File: config.mk
export PLATFORM = sky130hd
export DESIGN_NAME = rf_writeback_sequencer_flat
export DESIGN_NICKNAME = d
export VERILOG_FILES = /design/src/rtl/rf_writeback_sequencer_if.sv /design/src/rtl/rf_writeback_sequencer.sv /design/src/flat_wrapper.sv
export SDC_FILE = /design/constraint.sdc
export NUM_CORES = 1
export LEC_CHECK = 0
export BUFFER_PORTS_ARGS = -buffer_cell sky130_fd_sc_hd__buf_2
export CAP_MARGIN = 15
export CORE_ASPECT_RATIO = 0.9
export CORE_MARGIN = 3
export CORE_UTILIZATION = 53
export DETAILED_ROUTE_END_ITERATION = 6
export GPL_TIMING_DRIVEN = 0
export PLACE_DENSITY_LB_ADDON = 0.25
export REMOVE_ABC_BUFFERS = 1
export SKIP_LAST_GASP = 1
export SLEW_MARGIN = 20
export SYNTH_ARGS = -nofsm -noshare
export SYNTH_HDL_FRONTEND = slang
export SYNTH_SLANG_ARGS = --single-unit
File: constraint.sdc
create_clock -name clk -period 2.3 [get_ports clk]
set_input_delay 0.46 -clock clk [delete_from_list [all_inputs] [get_ports clk]]
set_output_delay 0.46 -clock clk [all_outputs]
set_load 0.05 [all_outputs]
File: src/rtl/rf_writeback_sequencer_if.sv
// Writeback bus between the last pipeline stage, the data memory read port
// and the register-file write ports. The sequencer takes the slave modport.
interface rf_writeback_sequencer_if #(
  parameter int DATA_W = 16
);
  logic              wb_valid;
  logic              wb_ready;
  logic              wb_lm;
  logic              wb_wr_en;
  logic [2:0]        wb_dest;
  logic [DATA_W-1:0] wb_data;
  logic [7:0]        wb_mask;
  logic [DATA_W-1:0] wb_base;
  logic              wb_pc_en;
  logic [DATA_W-1:0] wb_pc;

  logic              mem_rd_en;
  logic [DATA_W-1:0] mem_addr;
  logic [DATA_W-1:0] mem_rdata;

  logic [2:0]        A3;
  logic [DATA_W-1:0] RF3;
  logic              rf3_wr_en;
  logic [DATA_W-1:0] RF4;
  logic              rf4_wr_en;

  modport master (
    output wb_valid, wb_lm, wb_wr_en, wb_dest, wb_data, wb_mask, wb_base,
           wb_pc_en, wb_pc, mem_rdata,
    input  wb_ready, mem_rd_en, mem_addr, A3, RF3, rf3_wr_en, RF4, rf4_wr_en
  );

  modport slave (
    input  wb_valid, wb_lm, wb_wr_en, wb_dest, wb_data, wb_mask, wb_base,
           wb_pc_en, wb_pc, mem_rdata,
    output wb_ready, mem_rd_en, mem_addr, A3, RF3, rf3_wr_en, RF4, rf4_wr_en
  );
endinterface

File: src/rtl/rf_writeback_sequencer.sv
// Write-side driver of the 8x16 register file. Single writes pass through
// with one cycle of latency; load-multiple transactions are serialised into
// one memory read per selected register, each read landing as an rf3 write
// two cycles after it was issued.
//
// state    | meaning
// IDLE     | ready for a transaction; single writes complete from here
// LM_ISSUE | issuing one memory read per cycle for remaining mask bits
// LM_DRAIN | reads done, waiting for the last read data to be written
module rf_writeback_sequencer #(
  parameter int DATA_W  = 16,
  parameter int MEM_LAT = 1
) (
  input logic                    clk,
  input logic                    reset,
  rf_writeback_sequencer_if.slave bus
);

  // The read-to-write pipeline below is hard-wired for single-cycle memory.
  generate
    if (MEM_LAT != 1) begin : g_bad_mem_lat
      $error("rf_writeback_sequencer: MEM_LAT must be 1");
    end
  endgenerate

  typedef enum logic [1:0] {IDLE, LM_ISSUE, LM_DRAIN} state_t;

  state_t            state;
  logic [7:0]        mask;
  logic [DATA_W-1:0] base;
  logic [DATA_W-1:0] offset;
  logic [2:0]        tag;
  logic              pend;
  logic [2:0]        pend_tag;

  logic              accept;
  logic              lm_go;
  logic              single_wr;
  logic [7:0]        mask_clr;
  logic [7:0]        wb_mask_clr;

  // Index of the lowest set bit; registers are loaded R0 first.
  function automatic logic [2:0] low_idx(input logic [7:0] m);
    logic [2:0] idx;
    idx = 3'd0;
    for (int i = 7; i >= 0; i--) begin
      if (m[i]) idx = i[2:0];
    end
    return idx;
  endfunction

  assign bus.wb_ready = (state == IDLE);
  assign accept       = bus.wb_valid & bus.wb_ready;
  assign lm_go        = bus.wb_lm & (bus.wb_mask != 8'd0);
  // An LM with an empty mask degenerates to a PC-only update.
  assign single_wr    = bus.wb_wr_en & ~bus.wb_lm;
  assign mask_clr     = mask & (mask - 8'd1);
  assign wb_mask_clr  = bus.wb_mask & (bus.wb_mask - 8'd1);

  // Sequencer state, read issue, and registered register-file write ports.
  always_ff @(posedge clk) begin
    if (!reset) begin
      state         <= IDLE;
      mask          <= 8'd0;
      base          <= '0;
      offset        <= '0;
      tag           <= 3'd0;
      pend          <= 1'b0;
      pend_tag      <= 3'd0;
      bus.mem_rd_en <= 1'b0;
      bus.mem_addr  <= '0;
      bus.A3        <= 3'd0;
      bus.RF3       <= '0;
      bus.rf3_wr_en <= 1'b0;
      bus.RF4       <= '0;
      bus.rf4_wr_en <= 1'b0;
    end else begin
      bus.rf4_wr_en <= 1'b0;

      // A read seen this cycle has its data next cycle; write it the cycle after.
      pend     <= bus.mem_rd_en;
      pend_tag <= tag;
      if (pend) begin
        bus.rf3_wr_en <= 1'b1;
        bus.A3        <= pend_tag;
        bus.RF3       <= bus.mem_rdata;
      end else begin
        bus.rf3_wr_en <= 1'b0;
        bus.A3        <= 3'd0;
      end

      case (state)
        IDLE: begin
          bus.mem_rd_en <= 1'b0;
          if (accept) begin
            bus.RF4 <= bus.wb_pc;
            if (lm_go) begin
              // First read goes out with the accept, so offset continues at 1.
              bus.rf4_wr_en <= bus.wb_pc_en;
              bus.mem_rd_en <= 1'b1;
              bus.mem_addr  <= bus.wb_base;
              tag           <= low_idx(bus.wb_mask);
              base          <= bus.wb_base;
              offset        <= DATA_W'(1);
              mask          <= wb_mask_clr;
              state         <= (wb_mask_clr == 8'd0) ? LM_DRAIN : LM_ISSUE;
            end else begin
              // An rf3 write to R7 wins over the PC port.
              bus.rf3_wr_en <= single_wr;
              bus.A3        <= single_wr ? bus.wb_dest : 3'd0;
              bus.RF3       <= bus.wb_data;
              bus.rf4_wr_en <= bus.wb_pc_en & ~(single_wr & (bus.wb_dest == 3'd7));
            end
          end
        end
        LM_ISSUE: begin
          bus.mem_rd_en <= 1'b1;
          bus.mem_addr  <= base + offset;
          tag           <= low_idx(mask);
          mask          <= mask_clr;
          offset        <= offset + DATA_W'(1);
          if (mask_clr == 8'd0) state <= LM_DRAIN;
        end
        LM_DRAIN: begin
          bus.mem_rd_en <= 1'b0;
          // Last read's data is being written at this edge.
          if (!bus.mem_rd_en && pend) state <= IDLE;
        end
        default: begin
          state         <= IDLE;
          bus.mem_rd_en <= 1'b0;
        end
      endcase
    end
  end

endmodule

File: src/flat_wrapper.sv
// flat-port wrapper written by rule: the top's interface ports become plain ports
module rf_writeback_sequencer_flat 
#(
  parameter int DATA_W  = 16,
  parameter int MEM_LAT = 1
)
  (clk, reset, bus_wb_valid, bus_wb_lm, bus_wb_wr_en, bus_wb_dest, bus_wb_data, bus_wb_mask, bus_wb_base, bus_wb_pc_en, bus_wb_pc, bus_mem_rdata, bus_wb_ready, bus_mem_rd_en, bus_mem_addr, bus_A3, bus_RF3, bus_rf3_wr_en, bus_RF4, bus_rf4_wr_en);
  rf_writeback_sequencer_if #(.DATA_W(DATA_W)) bus_i ();
  input logic clk;
  input logic reset;
  input wire logic [$bits(bus_i.wb_valid)-1:0] bus_wb_valid;
  input wire logic [$bits(bus_i.wb_lm)-1:0] bus_wb_lm;
  input wire logic [$bits(bus_i.wb_wr_en)-1:0] bus_wb_wr_en;
  input wire logic [$bits(bus_i.wb_dest)-1:0] bus_wb_dest;
  input wire logic [$bits(bus_i.wb_data)-1:0] bus_wb_data;
  input wire logic [$bits(bus_i.wb_mask)-1:0] bus_wb_mask;
  input wire logic [$bits(bus_i.wb_base)-1:0] bus_wb_base;
  input wire logic [$bits(bus_i.wb_pc_en)-1:0] bus_wb_pc_en;
  input wire logic [$bits(bus_i.wb_pc)-1:0] bus_wb_pc;
  input wire logic [$bits(bus_i.mem_rdata)-1:0] bus_mem_rdata;
  output wire logic [$bits(bus_i.wb_ready)-1:0] bus_wb_ready;
  output wire logic [$bits(bus_i.mem_rd_en)-1:0] bus_mem_rd_en;
  output wire logic [$bits(bus_i.mem_addr)-1:0] bus_mem_addr;
  output wire logic [$bits(bus_i.A3)-1:0] bus_A3;
  output wire logic [$bits(bus_i.RF3)-1:0] bus_RF3;
  output wire logic [$bits(bus_i.rf3_wr_en)-1:0] bus_rf3_wr_en;
  output wire logic [$bits(bus_i.RF4)-1:0] bus_RF4;
  output wire logic [$bits(bus_i.rf4_wr_en)-1:0] bus_rf4_wr_en;
  assign bus_i.wb_valid = bus_wb_valid;
  assign bus_i.wb_lm = bus_wb_lm;
  assign bus_i.wb_wr_en = bus_wb_wr_en;
  assign bus_i.wb_dest = bus_wb_dest;
  assign bus_i.wb_data = bus_wb_data;
  assign bus_i.wb_mask = bus_wb_mask;
  assign bus_i.wb_base = bus_wb_base;
  assign bus_i.wb_pc_en = bus_wb_pc_en;
  assign bus_i.wb_pc = bus_wb_pc;
  assign bus_i.mem_rdata = bus_mem_rdata;
  assign bus_wb_ready = bus_i.wb_ready;
  assign bus_mem_rd_en = bus_i.mem_rd_en;
  assign bus_mem_addr = bus_i.mem_addr;
  assign bus_A3 = bus_i.A3;
  assign bus_RF3 = bus_i.RF3;
  assign bus_rf3_wr_en = bus_i.rf3_wr_en;
  assign bus_RF4 = bus_i.RF4;
  assign bus_rf4_wr_en = bus_i.rf4_wr_en;
  rf_writeback_sequencer #(.DATA_W(DATA_W), .MEM_LAT(MEM_LAT)) u_core (.clk(clk), .reset(reset), .bus(bus_i));
endmodule
=== Word-level counts from Yosys, hierarchy flattened ===
Cells that the tools add are included.

* Register bits after elaboration: 103
* Input port bits: 81

* $add $sub $neg: 4
* Equality and inequality tests: 7
* Multiplexer cells: 51
* Bitwise gates (word level): 9
* Reduce and logical (&&, ||, !) cells: 12

{| class="wikitable"
|+ Operator list
! cell !! number
|-
| $mux 16 || 8
|-
| $mux 3 || 23
|-
| $pmux 16 s2 || 2
|-
| $add 16x1->16 const B || 1
|-
| $add 16x16->16 || 1
|-
| $and 8x8->8 || 2
|-
| $logic_not 8->1 || 2
|-
| $mux 8 || 2
|-
| $pmux 8 s2 || 1
|-
| $sub 8x1->8 const B || 2
|-
| $mux 2 || 5
|-
| $reduce_and 3->1 || 3
|-
| $reduce_bool 8->1 || 1
|-
| $mux 1 || 7
|-
| $pmux 2 s3 || 1
|-
| $pmux 3 s2 || 1
|-
| $and 1x1->1 || 5
|-
| $ne 2x1->1 const B || 2
|-
| $ne 2x2->1 const B || 2
|-
| $reduce_and 4->1 || 1
|-
| $eq 3x3->1 const B || 1
|-
| $eq 2x1->1 const B || 1
|-
| $eq 2x2->1 const B || 1
|-
| $logic_not 2->1 || 1
|-
| 6 further kinds || 7
|}

=== Longest topological paths before layout ===
* Depth after elaboration: 11
* Mapped depth: 9

=== Least setup slack after synthesis ===
No wires, ideal clock.

* Path kind: reg-to-reg
* From: reg u_core.state[1]
* To: reg u_core.mask[4]
* Setup time: 0.070 ns
* Data arrival time: 2.125 ns
* Data required time: 2.230 ns
* Slack: 0.104 ns
* Stages on the path, launching flop included: 8
* Path buffers: 2
* Cells stage by stage: dfxtp_1 -> buf_2 -> nor2_1 -> nand2_1 -> nor2_1 -> buf_2 -> nand3_1 -> a21oi_1

* Cells in the longest elaborated chain, start to end: 4
* Elaborated cells between the ends (all ways): 8

{| class="wikitable"
|+ Ends and longest elaborated chain
! element !! RTL line !! RTL
|-
| from (decl) || rf_writeback_sequencer.sv:28 || <nowiki>state_t state;</nowiki>
|-
| from (signal assigned) || rf_writeback_sequencer.sv:106 || <nowiki>state <= (wb_mask_clr == 8'd0) ? LM_DRAIN : LM_ISSUE;</nowiki>
|-
| $logic_not 2->1 (*) || rf_writeback_sequencer.sv:52 || <nowiki>assign bus.wb_ready = (state == IDLE);</nowiki>
|-
| via bus_wb_ready || flat_wrapper.sv:21 || <nowiki>output wire logic [$bits(bus_i.wb_ready)-1:0] bus_wb_ready;</nowiki>
|-
| $and 1x1->1 || rf_writeback_sequencer.sv:53 || <nowiki>assign accept = bus.wb_valid & bus.wb_ready;</nowiki>
|-
| $ne 2x2->1 (no line) || n/a ||
|-
| $reduce_and 3->1 (no line) || n/a ||
|-
| to (signal assigned) || rf_writeback_sequencer.sv:105 || <nowiki>mask <= wb_mask_clr;</nowiki>
|-
| to (signal assigned) || rf_writeback_sequencer.sv:120 || <nowiki>mask <= mask_clr;</nowiki>
|-
| to (decl) || rf_writeback_sequencer.sv:29 || <nowiki>logic [7:0] mask;</nowiki>
|}

Mark *: on every way through the listed nets, which the timed path passes. The rest lies on a longest branch.
A chain may end at the register's enable or synchronous reset.

=== Worst setup path after layout ===
* From: reg u_core.offset[0]
* To: reg u_core.bus.mem_addr[8]

* Cells in the longest elaborated chain, start to end: 2

{| class="wikitable"
|+ Ends and longest elaborated chain
! element !! RTL line !! RTL
|-
| from (decl) || rf_writeback_sequencer.sv:31 || <nowiki>logic [DATA_W-1:0] offset;</nowiki>
|-
| from (signal assigned) || rf_writeback_sequencer.sv:121 || <nowiki>offset <= offset + DATA_W'(1);</nowiki>
|-
| $add 16x16->16 || rf_writeback_sequencer.sv:118 || <nowiki>bus.mem_addr <= base + offset;</nowiki>
|-
| $pmux 16 s2 || rf_writeback_sequencer.sv:92 || <nowiki>case (state)</nowiki>
|-
| to (signal assigned) || rf_writeback_sequencer.sv:101 || <nowiki>bus.mem_addr <= bus.wb_base;</nowiki>
|-
| to (signal assigned) || rf_writeback_sequencer.sv:118 ||
|-
| to (decl) || rf_writeback_sequencer_if.sv:36 || <nowiki>output wb_ready, mem_rd_en, mem_addr, A3, RF3, rf3_wr_en, RF4, rf4_wr_en</nowiki>
|}

No other way between the ends.

==> results.yml <==
cells_and_area:
  stdcell_count: 873
  nNetsFinal: 844
  drive_above_1_share_pct: 28.2
  diodes: 0
  final_util_pct: 66.6
  area.growth.synth_to_final_pct: 18.6
  final_area_um2: 6270
cts:
  clock_path_buffers: 2
  cts_sinks: 102
  clk_pin_slew_worst_paths_ns: 0.10
  cts_tree: "built"
  clock-root-buffer: "clkbuf_8"
  htree_levels: 3
  cts_buffers: 9
  clock_latency_ns: 0.37
pwr:
  vdd_ir_drop_max_mv: 0.433
  p_int_mw: 2.66
  p_sw_mw: 1.31
  combPwrFrac_pct: 21.6
  clockPowerShare_pct: 29.6
  power_mw: 3.97
  power_leakage_nw: 2.55
  switching_share_pct: 33.0
  power_density_nw_per_um2: 633
  seq_power_share_pct: 48.8
setup_path:
  critical_path_class: "flop to flop"
  crit_path_end_kind: "flop"
  cp-start-kind: "flop"
  arrival_ns: 2.48
  setup.worst_path.start: "u_core.offset[0]"
  slowest_delay_ns: 0.39
  crit_fanout: 4
  path_cells: "ha_4, inv_1, fa_2, nor2b_4, o31a_1, o21a_1, o21ai_2, nor4b_2, a2111oi_2"
  timing.rr.start: "u_core.offset[0]"
  cp_slowest_cell: "dfxtp_4"
  cp.required_ns: 2.57
global_route:
  grt_pass1_vias: 4766
  globalRouteTotalUtil_pct: 23.7
  overflow: 0
  grt_pass1_wl_um: 22100
  antenna_found_initial: 0
  grt_max_degree: 81
floorplanning:
  die_y_um: 101
  core_area_um2: 9410
  rows: 33
  ios: 136
  die_area_um2: 11200
  start_util_pct: 56.2
  fp.dieW_um: 111
sta:
  slew_headroom_pct: 31.1
  worst_pin_slew_ns: 1.03
  min_period_over_period_pct: 96.5
  tns_ns: 0
  setup_violations: 0
  setup_ws_ns: 0.0816
  max_clock_freq_ghz: 0.451
  final.setup_skew_ns: 0.00727
  hold-worst-slack_ns: 0.283
  rsz0062_at_grt: "yes"
  hold_viol_final: 0
  min_period_ns: 2.22
  slew_viol_final: 0
yosys:
  async_flop_share_pct: 0
  yosys_warnings: 0
  synthesis.area_um2: 5290
  yosysSeqAreaShare_pct: 38.6
  ys_seq_elements: 102
  synth_top_flop_cell: "dfxtp_1"
  avgSynthCellArea_um2: 8.38
  synth_edf_count: 0
  synthDistinctLibCells: 76
  synth_cells: 631
place:
  io_buffers: 135
  dpl-instance-area_um2: 5940
  dp_hpwl_um: 9720
  place_inst: 851
  detailedPlace.worstSlack_ns: -0.241
  place_congestion: 0.872
status:
  status: "finished clean"
routing:
  wire_per_inst_um: 15.9
  initialDrtViolationCount: 244
  dr.pass1.iters: 4
  wl_um: 13900
  ant_nets: 0
  via_per_inst: 5.78
  drc_errors: 0
  num_vias: 5049
min_path:
  hp-start: "bus_wb_dest[1]"
  worstHoldPathType: "input pin to flop"
flow_run:
  drv_cap: 0
## cell usage in the layout, fill, tap and decap left out, types with 10 or more instances in the layout
| cell | Yosys | final |
|---|---|---|
| nor2_1 | 56 | 54 |
| dfxtp_1 | 102 | 99 |
| inv_1 | 13 | 13 |
| nand3_1 | 21 | 21 |
| a211oi_2 | 16 | 16 |
| o21ai_0 | 28 | 28 |
| ha_1 | 16 | 13 |
| a21oi_1 | 71 | 71 |
| a31oi_1 | 10 | 10 |
| o211ai_1 | 11 | 11 |
| buf_2 | 10 | 135 |
| nor3_1 | 10 | 10 |
| nand2_1 | 97 | 95 |
| mux2i_1 | 24 | 24 |
## cells in the mapped netlist, types with 3 or more instances
| cell | count | area (µm²) |
|---|---|---|
| a211oi_1 | 9 | 67.6 |
| a211oi_2 | 16 | 200 |
| a21o_1 | 6 | 45.0 |
| a21oi_1 | 71 | 355 |
| a31oi_1 | 10 | 62.6 |
| a32oi_1 | 5 | 43.8 |
| and2_1 | 7 | 43.8 |
| and3_1 | 6 | 37.5 |
| buf_2 | 10 | 50.1 |
| buf_6 | 5 | 56.3 |
| clkbuf_1 | 19 | 71.3 |
| dfxtp_1 | 102 | 2040 |
| ha_1 | 16 | 200 |
| inv_1 | 13 | 48.8 |
| mux2i_1 | 24 | 240 |
| nand2_1 | 97 | 364 |
| nand2b_1 | 4 | 25.0 |
| nand3_1 | 21 | 105 |
| nand4_1 | 3 | 18.8 |
| nor2_1 | 56 | 210 |
| nor2b_1 | 4 | 25.0 |
| nor3_1 | 10 | 50.1 |
| o211ai_1 | 11 | 82.6 |
| o21a_1 | 3 | 22.5 |
| o21ai_0 | 28 | 140 |
| o21bai_1 | 3 | 22.5 |
| o221ai_1 | 4 | 35.0 |
| or2_2 | 3 | 18.8 |
| xnor2_1 | 3 | 26.3 |
| xor2_1 | 3 | 26.3 |
## repair_timing
| item | in CTS | in global routing |
|---|---|---|
| pin swaps | 0 | 8 |
| gates resized for setup | 3 | 17 |
| endpoints found under the hold margin | 0 | 0 |
| setup endpoints to repair | 8 | 22 |
| buffers inserted | 0 | 6 |
| hold buffers | 0 | 0 |
## flip-flops by register name, indices dropped and copies added (netlist names)
signal,count
u_core.bus.mem_addr,16
u_core.pend_tag,3
u_core.bus.rf4_wr_en,1
u_core.bus.A3,3
u_core.bus.mem_rd_en,1
u_core.state,2
u_core.bus.rf3_wr_en,1
u_core.bus.RF4,16
u_core.base,16
u_core.pend,1
u_core.bus.RF3,16
u_core.offset,16
u_core.tag,3
u_core.mask,7
## cell families (layout without fill, tap and decap cells)
group | Yosys count | count (layout) | share of synthesized area, %
XOR/XNOR | 6 | 6 | 0.994
flip-flops | 102 | 102 | 38.6
AND/OR/NAND/NOR | 234 | 234 | 20.7
AO/OA/AOI/OAI | 192 | 192 | 25.4
buffers and inverters | 52 | 172 | 4.80
adder cells (fa/ha/maj) | 19 | 19 | 4.57
multiplexers | 26 | 26 | 4.97
## area by class of cell
cell class	instances	area (µm²)
timing repair buffer	142	732
multi-input combinational	477	3070
clock inverter	6	76.3
inverter	14	57.6
clock buffer	10	128
tap	122	153
sequential	102	2050
fill	788	3150
## metal layers
metal | routed length, µm | GRT usage, % | up-vias
li1 | - | - | 2498
met3 | 893 | 5.28 | 17
met1 | 6140 | 29.4 | 2355
met4 | 189 | 6.83 | 0
met2 | 6690 | 41.7 | 179
met5 | 0 | 0 | -
## critical path: cells and delay by family (launching register included)
family                     cells  cell delay (ns)
AOI/OAI and AO/OA              4             0.83
adders and majority gates      2             0.52
buffers and inverters          1             0.06
DFF                            1             0.39
and+or+nand+nor                2             0.31
## power by group through the flow
stage | Clock, mW | Combinational (mW) | Sequential [mW]
6_report | 1.17 | 0.859 | 1.94
5_1_grt | 1.26 | 0.920 | 1.95
4_1_cts | 1.20 | 0.845 | 1.94
3_5_place_dp | 0 | 0.841 | 1.98
3_3_place_gp | 0 | 0.818 | 1.97
2_1_floorplan | 0 | 0.344 | 2.21
## worst paths after layout
kind / to / slack [ns] / cells past startpoint
worst max-delay path: u_core.bus.mem_addr[8] / 0.08 / 9
worst min-delay path: u_core.bus.rf4_wr_en / 0.28 / 2
worst max register to register: u_core.bus.mem_addr[8] / 0.08 / 9
worst min register to register: u_core.bus.RF4[1] / 0.46 / 2
No activity file was read; power rests on OpenSTA's default activity.
